[src/rtl/reset_sequencer_pkg.sv]
// reset_sequencer_pkg: state encoding and fixed timing constants shared by the reset sequencer.
package reset_sequencer_pkg;
  typedef enum logic [2:0] {HOLD, STAGE, RUN, SWHOLD, GATE} state_t;
  localparam int SYNC_STAGES = 2;
  localparam int GATE_CYCLES = 2;
endpackage

[src/rtl/reset_sequencer_rst_sync.sv]
// rst_sync: board reset synchronizer, asynchronous assert and synchronous deassert.
module rst_sync
  import reset_sequencer_pkg::*;
(
  input  logic CLK,
  input  logic RST_N,
  output logic sync_rst_n
);
  logic [SYNC_STAGES-1:0] sync;
  always_ff @(posedge CLK or negedge RST_N)
    if (!RST_N) sync <= '0;
    else sync <= {sync[SYNC_STAGES-2:0], 1'b1};
  assign sync_rst_n = sync[SYNC_STAGES-1];
endmodule

[src/rtl/reset_sequencer.sv]
// reset_sequencer: staged per-domain reset release with software reset handshake.
// Define RESET_SEQUENCER_CLKEN_EN to add per-domain clk_en outputs and a clock-gating step before software resets.
module reset_sequencer
  import reset_sequencer_pkg::*;
#(
  parameter int NUM_DOMAINS = 4,
  parameter int HOLD_CYCLES = 16,
  parameter int STAGE_GAP   = 4,
  parameter int CNT_W       = 8
) (
  input  logic                   CLK,
  input  logic                   RST_N,
  input  logic                   sw_rst_req,
  output logic                   sw_rst_ack,
  output logic [NUM_DOMAINS-1:0] out_rst_n,
`ifdef RESET_SEQUENCER_CLKEN_EN
  output logic [NUM_DOMAINS-1:0] clk_en,
`endif
  output logic                   all_released,
  output logic                   busy
);
  localparam int IDX_W = NUM_DOMAINS > 1 ? $clog2(NUM_DOMAINS) : 1;
  localparam logic [IDX_W-1:0] LAST = IDX_W'(NUM_DOMAINS - 1);
  state_t state, state_nxt;
  logic [CNT_W-1:0] cnt, cnt_nxt;
  logic [IDX_W-1:0] idx, idx_nxt;
  logic [NUM_DOMAINS-1:0] out_nxt;
  logic rst_n, rel, pend, pend_set, pend_nxt, ack_nxt;

  rst_sync u_sync (.CLK(CLK), .RST_N(RST_N), .sync_rst_n(rst_n));

  always_ff @(posedge CLK or negedge rst_n)
    if (!rst_n) begin
      state      <= HOLD;
      cnt        <= '0;
      idx        <= '0;
      out_rst_n  <= '0;
      sw_rst_ack <= 1'b0;
      pend       <= 1'b0;
    end else begin
      state      <= state_nxt;
      cnt        <= cnt_nxt;
      idx        <= idx_nxt;
      out_rst_n  <= out_nxt;
      sw_rst_ack <= ack_nxt;
      pend       <= pend_nxt;
    end

  // Power-up HOLD compares against HOLD_CYCLES because the first counting edge follows synchronizer release.
  always_comb begin
    state_nxt = state;
    cnt_nxt   = cnt + 1'b1;
    idx_nxt   = idx;
    rel       = 1'b0;
    case (state)
      HOLD, SWHOLD: if (cnt == (state == HOLD ? CNT_W'(HOLD_CYCLES) : CNT_W'(HOLD_CYCLES - 1))) begin
        rel     = 1'b1;
        idx_nxt = '0;
      end
      STAGE: if (cnt == CNT_W'(STAGE_GAP - 1)) begin
        rel     = 1'b1;
        idx_nxt = idx + 1'b1;
      end
      RUN: begin
        cnt_nxt = '0;
`ifdef RESET_SEQUENCER_CLKEN_EN
        state_nxt = sw_rst_req ? GATE : RUN;
`else
        state_nxt = sw_rst_req ? SWHOLD : RUN;
`endif
      end
      GATE: if (cnt == CNT_W'(GATE_CYCLES - 1)) begin
        state_nxt = SWHOLD;
        cnt_nxt   = '0;
      end
      default: state_nxt = HOLD;
    endcase
    if (rel) begin
      cnt_nxt   = '0;
      state_nxt = idx_nxt == LAST ? RUN : STAGE;
    end
  end

  always_comb begin
    out_nxt = state_nxt == SWHOLD ? '0 : out_rst_n;
    if (rel) out_nxt[idx_nxt] = 1'b1;
    pend_set = pend | (state == SWHOLD & rel);
    ack_nxt  = state_nxt == RUN & state != RUN & pend_set;
    pend_nxt = pend_set & ~ack_nxt;
  end

`ifdef RESET_SEQUENCER_CLKEN_EN
  always_ff @(posedge CLK or negedge rst_n)
    if (!rst_n) clk_en <= '0;
    else clk_en <= (state_nxt == GATE || state_nxt == SWHOLD) ? '0 : out_rst_n;
`endif

  assign busy         = state != RUN;
  assign all_released = &out_rst_n;
endmodule

[config.mk]
export PLATFORM = sky130hd
export DESIGN_NAME = reset_sequencer
export DESIGN_NICKNAME = d
export VERILOG_FILES = /design/src/rtl/reset_sequencer_pkg.sv /design/src/rtl/reset_sequencer_rst_sync.sv /design/src/rtl/reset_sequencer.sv
export SDC_FILE = /design/constraint.sdc
export NUM_CORES = 1
export LEC_CHECK = 0
export ABC_AREA = 1
export CELL_PAD_IN_SITES_DETAIL_PLACEMENT = 1
export CELL_PAD_IN_SITES_GLOBAL_PLACEMENT = 2
export CORE_UTILIZATION = 30
export CTS_BUF_LIST = sky130_fd_sc_hd__clkbuf_16
export DETAILED_ROUTE_END_ITERATION = 16
export PLACE_DENSITY_LB_ADDON = 0.1
export SLEW_MARGIN = 5
export SYNTH_ARGS = -nofsm -noshare
export SYNTH_HDL_FRONTEND = slang
export SYNTH_SLANG_ARGS = --single-unit
export TNS_END_PERCENT = 1
[constraint.sdc]
create_clock -name CLK -period 0.92 [get_ports CLK]
set_clock_uncertainty 0.15 [all_clocks]
set_input_delay 0.138 -clock CLK [delete_from_list [all_inputs] [get_ports CLK]]
set_output_delay 0.138 -clock CLK [all_outputs]
set_load 0.03 [all_outputs]
==> results of run 1 <==
-- cells by family after synthesis --
kind of cell / after synthesis
buf+inv: 19
xor+xnor: 9
flops: 21
compound gates: 9
simple gates: 92
fa+ha+maj: 2
other cells: 1
-- flip-flops by register name, summed over array words and instances, names as in the netlist --
| name | cells |
|---|---|
| out_rst_n | 4 |
| idx | 2 |
| pend | 1 |
| cnt | 8 |
| u_sync.sync | 2 |
| sw_rst_ack | 1 |
| state | 3 |
-- routing by layer --
layer	vias up	track usage [%]	part of all wire, %
met5	-	0	0
met2	11	29.8	49
met1	598	25.6	48
met4	0	6.38	1.3
met3	5	2.03	1.4
li1	605	-	-
-- area by class of cell --
cell class | count | area (sq um) | share of cell area (%)
multi-input combinational | 114 | 786 | 39.5
sequential | 21 | 532 | 26.7
timing repair buffer | 54 | 447 | 22.5
inverter | 19 | 81.3 | 4.09
clock buffer | 3 | 75.1 | 3.78
tap | 50 | 62.6 | 3.15
clock inverter | 1 | 5.00 | 0.252
-- metrics by stage --
| stage | util, % | worst slack (ns) | total power, W | TNS (ns) |
|---|---|---|---|---|
| floorplan | - | -0.762 | 0.00296 | -13.16 |
| global route | 49.0 | -1.12 | 0.00602 | -19.70 |
| detailed placement | 41.9 | -1.03 | 0.00414 | -17.05 |
| CTS | 45.7 | -1.01 | 0.00527 | -17.90 |
| finish | 49.0 | -1.01 | 0.00561 | -17.80 |
| global placement | 41.9 | -0.974 | 0.00404 | -16.33 |
-- repair_timing --
action / 4_1_cts / 5_1_grt
resized for setup: 16 / 22
setup buffers: 1 / 7
pin swaps: 4 / 7
hold buffers: 1 / 0
hold endpoints to repair: 2 / 0
setup endpoints to repair: 26 / 26
cloned: 0 / 1
-- power by group through the flow --
| stage | Sequential (W) | Clock (W) | Combinational, W |
|---|---|---|---|
| after floorplan | 0.00142 | 0 | 0.00154 |
| after global placement | 0.00137 | 0 | 0.00268 |
| after detailed placement | 0.00139 | 0 | 0.00275 |
| after CTS | 0.00137 | 0.000971 | 0.00293 |
| after global routing | 0.00140 | 0.000992 | 0.00363 |
| final | 0.00136 | 0.000950 | 0.00330 |
-- cell usage after synthesis --
master | count | share of area, %
sky130_fd_sc_hd__nand2_1 | 34 | 9.9
sky130_fd_sc_hd__nor2_1 | 22 | 6.4
sky130_fd_sc_hd__dfrtp_1 | 21 | 41
sky130_fd_sc_hd__inv_1 | 12 | 3.5
sky130_fd_sc_hd__nand3_1 | 8 | 3.1
sky130_fd_sc_hd__xor2_1 | 7 | 4.8
sky130_fd_sc_hd__inv_2 | 6 | 1.7
sky130_fd_sc_hd__nand2_2 | 5 | 2.4
sky130_fd_sc_hd__nand4_1 | 5 | 2.4
sky130_fd_sc_hd__nand2_4 | 4 | 3.5
sky130_fd_sc_hd__o21ai_1 | 3 | 1.2
sky130_fd_sc_hd__a21oi_1 | 2 | 0.78
sky130_fd_sc_hd__ha_1 | 2 | 1.9
sky130_fd_sc_hd__nand3_2 | 2 | 1.6
sky130_fd_sc_hd__nor2_2 | 2 | 0.97
sky130_fd_sc_hd__xnor2_1 | 2 | 1.4
sky130_fd_sc_hd__a31oi_1 | 1 | 0.49
sky130_fd_sc_hd__and2_1 | 1 | 0.49
sky130_fd_sc_hd__bufinv_8 | 1 | 1.4
sky130_fd_sc_hd__conb_1 | 1 | 0.29
sky130_fd_sc_hd__nand2_8 | 1 | 1.6
sky130_fd_sc_hd__nand3_4 | 1 | 1.4
sky130_fd_sc_hd__nor2_4 | 1 | 0.87
sky130_fd_sc_hd__nor3_1 | 1 | 0.39
sky130_fd_sc_hd__nor3_2 | 1 | 0.78
sky130_fd_sc_hd__nor3_4 | 1 | 1.3
sky130_fd_sc_hd__nor4_1 | 1 | 0.49
sky130_fd_sc_hd__o211ai_2 | 1 | 0.97
sky130_fd_sc_hd__o21a_2 | 1 | 0.68
sky130_fd_sc_hd__o31ai_4 | 1 | 1.7
sky130_fd_sc_hd__or2_0 | 1 | 0.49
sky130_fd_sc_hd__or2_1 | 1 | 0.49
-- how the worst min path moves through the flow --
stage / startpoint / to / slack (ns) / depth (start not counted)
2_1_floorplan: RST_N / u_sync.sync[0] / -0.31 / 0
6_report: u_sync.sync[1] / cnt[5] / 0.05 / 1
3_5_place_dp: u_sync.sync[1] / cnt[4] / 0.08 / 1
3_3_place_gp: u_sync.sync[1] / cnt[4] / 0.06 / 1
5_1_grt: u_sync.sync[1] / cnt[5] / 0.11 / 1
4_1_cts: u_sync.sync[1] / cnt[5] / 0.07 / 1
-- worst max-delay path, delay by kind of cell (launching register included) --
kind / cells / cell delay [ns]
compound gates: 1 / 0.25
simple gates: 6 / 0.72
buf+inv: 2 / 0.32
flops: 1 / 0.42
==> reports/qor.csv, run 1 <==
metric,value,unit
result of the run,"finished, violations left",
failing checks,negative setup slack,
initial cell density of the core,31.7,%
CTS tree,built,
Routed Antenna Nets,0,
number of instances in the synthesized netlist,153,
slowest cell on the critical path,sky130_fd_sc_hd__dfrtp_2,
total via count in the routed design,1219,
port bufs,9,
number of rows created at floorplan,23,
max-cap violation count,0,
parity-gate share of the synthesized area counting xor and xnor cells,6.12,%
top fanout value on the critical path,5,
CP required,0.97,ns
initial antenna violation count,0,
layout cells sized above 1,50.9,%
Area Overhead vs Synth,54.4,%
sequential group share of total power,24.3,%
worst flop-to-flop path endpoint,out_rst_n[1],
portion of netlist area occupied by mux cells,0,%
level count of the clock H-tree,1,
CP cell instances,"nor2_4, nand2_8, nand2_2, nand3_4, buf_4, o21ai_1, buf_4, nand4_1, nand2_1",
Die X-Extent,67.5,microns
Reg-to-Reg Start,state[0],
number of library cell types mapped by synthesis,32,
number of remaining DRC errors,0,
Non-Filler Instances,262,
maximum buffer depth of the clock tree,2,
final-stage net count,218,
share of total power in combinational logic,58.8,%
cell area reported after detailed placement,0.00170,sq mm
most common library cell in the layout ignoring fill and taps,sky130_fd_sc_hd__buf_4,
WS Path Type,register to register,
sinks on the clock net,21,
Post-Synthesis Net Count,158,
hold violation count in the final report,0,
P_sw,0.00233,W
Worst-path clk slew,0.06,ns
area of the mapped netlist,0.00129,sq mm
count of filler cells inserted in the layout,486,
highest achievable clock rate,0.518,GHz
leakage,0.985,nW
global-route total usage across every layer,18.6,%
Placer Congestion,0.756,
Worst path most repeated cell,sky130_fd_sc_hd__buf_4,
post-layout worst setup margin,-1.01,ns
WL/cell,14.1,microns
aggregate global routing overflow,0,
count of warnings emitted by yosys,0,
IR Drop Worst-Case VDD,0.000820,V
largest family of logic cells by synthesized area,simple AND/OR/NAND/NOR gates,
"commonest cells after routing, fill and taps aside","sky130_fd_sc_hd__buf_4 (42), sky130_fd_sc_hd__nand2_1 (30), sky130_fd_sc_hd__nor2_1 (17), sky130_fd_sc_hd__dfrtp_1 (16), sky130_fd_sc_hd__inv_1 (12)",
Hold/Removal Path Class,register to asynchronous set/reset pin,
Setup crit end kind,register,
Reg2Reg Depth,9,
vias in the first global route,1308,
largest net degree at the start of global routing,20,
Setup Viol. Count Final,26,
"Largest stage delay, worst path",0.42,ns
arrival time at the worst endpoint,1.98,ns
number of clock buffers inserted by TritonCTS,3,
simple-gate portion of the synthesized area,38.5,%
post-route worst hold slack,0.0501,ns
global-route wire length before repair,6150,microns
RSZ-0062 raised after global routing,true,
drt first-iter violations,21,
final slew viol count,0,
library cell used as clock root buffer,sky130_fd_sc_hd__clkbuf_16,
Chip Height,67.5,microns
total inserted antenna cells,0,
CORE AREA,0.00406,sq mm
fraction of the cycle the final worst path needs,210,%
startpoint kind of the worst setup timing path,register,
internal power,0.00328,W
router iterations before antenna repair,4,
total wire length,3700,microns
switching power share of the total,41.5,%
per-instance average area after synthesis,8.41,sq um
final HPWL from detailed placement,2770,microns
fin crit period,1.93,ns
count of pins on the block boundary,10,
die outline area,0.00456,sq mm
routed via count divided by cell count,4.65,
Clock Power Share,16.9,%
post-route design area,0.00199,sq mm
sequential cell area fraction in the yosys report,40.8,%
fraction of the mapped netlist area in compound gates,5.73,%
power density relative to cell area,2820,mW/mm^2
Critical Path Sink,out_rst_n[1],
#FFs+latches synth,21,
latest clock arrival within the worst-skew pair,0.26,ns
flop2flop setup slack,-1.01,ns
Synth Area in Adders,1.94,%
timing startpoint of the critical path,state[0],
number of placed cells counting well taps,248,
(Power assumes the default switching activity.)
==> inputs of run 2 (changes only) <==
--- a/config.mk
+++ b/config.mk
@@ -8,8 +8,10 @@
 export ABC_AREA = 1
 export CELL_PAD_IN_SITES_DETAIL_PLACEMENT = 1
 export CELL_PAD_IN_SITES_GLOBAL_PLACEMENT = 2
+export CORE_MARGIN = 1.5
 export CORE_UTILIZATION = 30
 export CTS_BUF_LIST = sky130_fd_sc_hd__clkbuf_16
+export CTS_CLUSTER_DIAMETER = 120
 export DETAILED_ROUTE_END_ITERATION = 16
 export PLACE_DENSITY_LB_ADDON = 0.1
 export SLEW_MARGIN = 5
==> reports/qor.csv, run 2 (synthesis results as in run 1) <==
metric,value,unit,change
initial antenna violation count,0,,unchanged
CP Buf/Inv Count,0,,was 2
total via count in the routed design,1175,,"was 1,219"
sinks on the clock net,21,,unchanged
result of the run,"finished, violations left",,unchanged
"commonest cells after routing, fill and taps aside","sky130_fd_sc_hd__buf_4 (41), sky130_fd_sc_hd__nand2_1 (29), sky130_fd_sc_hd__nor2_1 (18), sky130_fd_sc_hd__dfrtp_1 (18), sky130_fd_sc_hd__inv_1 (12)",,"was sky130_fd_sc_hd__buf_4 (42), sky130_fd_sc_hd__nand2_1 (30), sky130_fd_sc_hd__nor2_1 (17), sky130_fd_sc_hd__dfrtp_1 (16), sky130_fd_sc_hd__inv_1 (12)"
Placer Congestion,0.734,,was 0.756
router iterations before antenna repair,4,,unchanged
failing checks,negative setup slack,,unchanged
Worst-path clk slew,0.06,ns,about the same
aggregate global routing overflow,0,,unchanged
"Largest stage delay, worst path",0.43,ns,was 0.42 ns
hold violation count in the final report,0,,unchanged
power density relative to cell area,2840,mW/mm^2,was 2820 mW/mm^2
number of remaining DRC errors,0,,unchanged
routed via count divided by cell count,4.50,,was 4.65
global-route wire length before repair,6050,microns,was 6150 microns
Routed Antenna Nets,0,,unchanged
share of total power in combinational logic,58.6,%,was 58.8%
Die X-Extent,68.5,microns,was 67.5 microns
arrival time at the worst endpoint,1.87,ns,was 1.98 ns
final core area utilization,48.9,%,was 49.0%
Reg2Reg Depth,9,,unchanged
switching power share of the total,42.1,%,was 41.5%
max-cap violation count,0,,unchanged
flop2flop setup slack,-0.96,ns,was -1.01 ns
largest net degree at the start of global routing,20,,unchanged
Seq. cell area,529,sq um,was 532 sq um
Worst path top cell family by delay,simple AND/OR/NAND/NOR gates,,unchanged
final slew viol count,0,,unchanged
maximum buffer depth of the clock tree,2,,unchanged
drt first-iter violations,28,,was 21
Setup crit end kind,register,,unchanged
vias in the first global route,1201,,"was 1,308"
RSZ-0062 raised after global routing,true,,unchanged
WL/cell,14.3,microns,was 14.1 microns
CORE AREA,0.00406,sq mm,unchanged
initial cell density of the core,31.7,%,unchanged
layout cells sized above 1,48.3,%,was 50.9%
count of pins on the block boundary,10,,unchanged
count of filler cells inserted in the layout,482,,was 486
internal power,0.00326,W,was 0.00328 W
IR Drop Worst-Case VDD,0.000835,V,was 0.000820 V
most common library cell in the layout ignoring fill and taps,sky130_fd_sc_hd__buf_4,,unchanged
final HPWL from detailed placement,2840,microns,was 2770 microns
latest clock arrival within the worst-skew pair,0.26,ns,about the same
leakage,0.985,nW,about the same
startpoint kind of the worst setup timing path,register,,unchanged
largest registers,"cnt: 8 flops, out_rst_n: 4 flops, state: 3 flops",,unchanged
power after layout,0.00564,W,was 0.00561 W
max FFs per register,8,,unchanged
cell area reported after detailed placement,0.00173,sq mm,was 0.00170 sq mm
combined area of the multi-input logic cells,768,sq um,was 786 sq um
number of rows created at floorplan,23,,unchanged
post-route design area,0.00198,sq mm,was 0.00199 sq mm
total inserted antenna cells,0,,unchanged
Clock Power Share,17.2,%,was 16.9%
final-stage net count,217,,was 218
top fanout value on the critical path,9,,was 5
WS Path Type,register to register,,unchanged
global-route total usage across every layer,18.0,%,was 18.6%
CP cell instances,"nor2_4, nand2_8, or2_0, a21oi_2, nand4_1, nand3_2, nand3_4, nand2_1, nand2_1",,"was nor2_4, nand2_8, nand2_2, nand3_4, buf_4, o21ai_1, buf_4, nand4_1, nand2_1"
Setup Viol. Count Final,26,,unchanged
Worst path most repeated cell,sky130_fd_sc_hd__nand2_1,,was sky130_fd_sc_hd__buf_4
library cell used as clock root buffer,sky130_fd_sc_hd__clkbuf_16,,unchanged
highest achievable clock rate,0.533,GHz,was 0.518 GHz
CP required,0.92,ns,was 0.97 ns
post-layout worst setup margin,-0.956,ns,was -1.01 ns
Levels on crit path,9,,unchanged
die outline area,0.00469,sq mm,was 0.00456 sq mm
P_sw,0.00237,W,was 0.00233 W
Hold/Removal Path Class,register to asynchronous set/reset pin,,unchanged
fraction of the cycle the final worst path needs,204,%,was 210%
number of clock buffers inserted by TritonCTS,3,,unchanged
total wire length,3730,microns,was 3700 microns
register ranked first by flip-flop count,cnt,,unchanged
CTS tree,built,,unchanged
Area Overhead vs Synth,54.0,%,was 54.4%
slowest cell on the critical path,sky130_fd_sc_hd__dfrtp_2,,unchanged
Reg-to-Reg Start,state[0],,unchanged
worst flop-to-flop path endpoint,out_rst_n[2],,was out_rst_n[1]
fin crit period,1.88,ns,was 1.93 ns
sequential group share of total power,24.2,%,was 24.3%
level count of the clock H-tree,1,,unchanged
port bufs,9,,unchanged
Chip Height,68.5,microns,was 67.5 microns
-- run 2: cell types whose count changed in the layout (fill, tap and decap cells not counted), sizes merged --
cell / previous run / this run
bufinv: 0 / 1
clkinv: 1 / 0
clkinvlp: 0 / 1
inv: 19 / 18
nand2: 45 / 44
-- run 2: layer usage --
metal / GRT usage, % / up-vias / routed length, microns
met5: 0 / - / 0
met3: 3.41 / 5 / 82
met1: 25.6 / 558 / 1830
li1: - / 601 / -
met2: 28.2 / 11 / 1790
met4: 3.75 / 0 / 27
-- run 2: area by class of cell --
cell class,instances,area share [%]
tap,50,3.15
clock inverter,1,0.379
sequential,21,26.7
clock buffer,3,3.79
multi-input combinational,113,38.7
inverter,19,4.54
timing repair buffer,54,22.7
-- run 2: timing repair --
action	in CTS	in global routing
hold buffers	1	0
cloned	0	0
setup endpoints to repair	26	26
hold endpoints to repair	2	0
resized for setup	20	14
pin swaps	6	7
buffers inserted	1	3
-- run 2: worst reg2reg max path, stage by stage (launching register included) --
cell and delay (ns):
sky130_fd_sc_hd__dfrtp_2 0.43, sky130_fd_sc_hd__nor2_4 0.17, sky130_fd_sc_hd__nand2_8 0.11, sky130_fd_sc_hd__or2_0 0.23, sky130_fd_sc_hd__a21oi_2 0.13, sky130_fd_sc_hd__nand4_1 0.17, sky130_fd_sc_hd__nand3_2 0.16, sky130_fd_sc_hd__nand3_4 0.09
sky130_fd_sc_hd__nand2_1 0.06, sky130_fd_sc_hd__nand2_1 0.06
-- run 2: how the worst max path moves through the flow --
stage                              end     start  slack (ns)
after detailed placement  out_rst_n[2]  state[0]       -1.01
after global placement    out_rst_n[1]  state[0]       -0.96
after CTS                 out_rst_n[2]  state[1]       -0.97
after floorplan           out_rst_n[3]    cnt[7]       -0.76
final                     out_rst_n[2]  state[0]       -0.96
after global routing      out_rst_n[2]  state[2]       -1.06
-- run 2: per-stage QoR --
step,setup TNS [ns],instances,worst slack [ns],hold slack (ns)
floorplan,-13.16,153,-0.762,-0.308
global placement,-16.33,252,-0.963,0.0605
detailed placement,-17.00,252,-1.01,0.0793
CTS,-18.04,258,-0.972,0.0799
global route,-19.37,261,-1.06,0.119
finish,-17.51,261,-0.956,0.0645
-- run 2: power groups by stage --
stage | registers [W] | clock network, W | logic, W
floorplan | 0.00142 | 0 | 0.00154
global placement | 0.00136 | 0 | 0.00276
detailed placement | 0.00137 | 0 | 0.00286
CTS | 0.00135 | 0.00100 | 0.00317
global route | 0.00140 | 0.00103 | 0.00361
finish | 0.00136 | 0.000972 | 0.00330
==> inputs of run 3 (changes only) <==
--- a/config.mk
+++ b/config.mk
@@ -12,6 +12,7 @@
 export CORE_UTILIZATION = 30
 export CTS_BUF_LIST = sky130_fd_sc_hd__clkbuf_16
 export CTS_CLUSTER_DIAMETER = 120
+export CTS_CLUSTER_SIZE = 40
 export DETAILED_ROUTE_END_ITERATION = 16
 export PLACE_DENSITY_LB_ADDON = 0.1
 export SLEW_MARGIN = 5
==> results of run 3 <==
Final layout, timing and power as in run 2 (identical DEF).
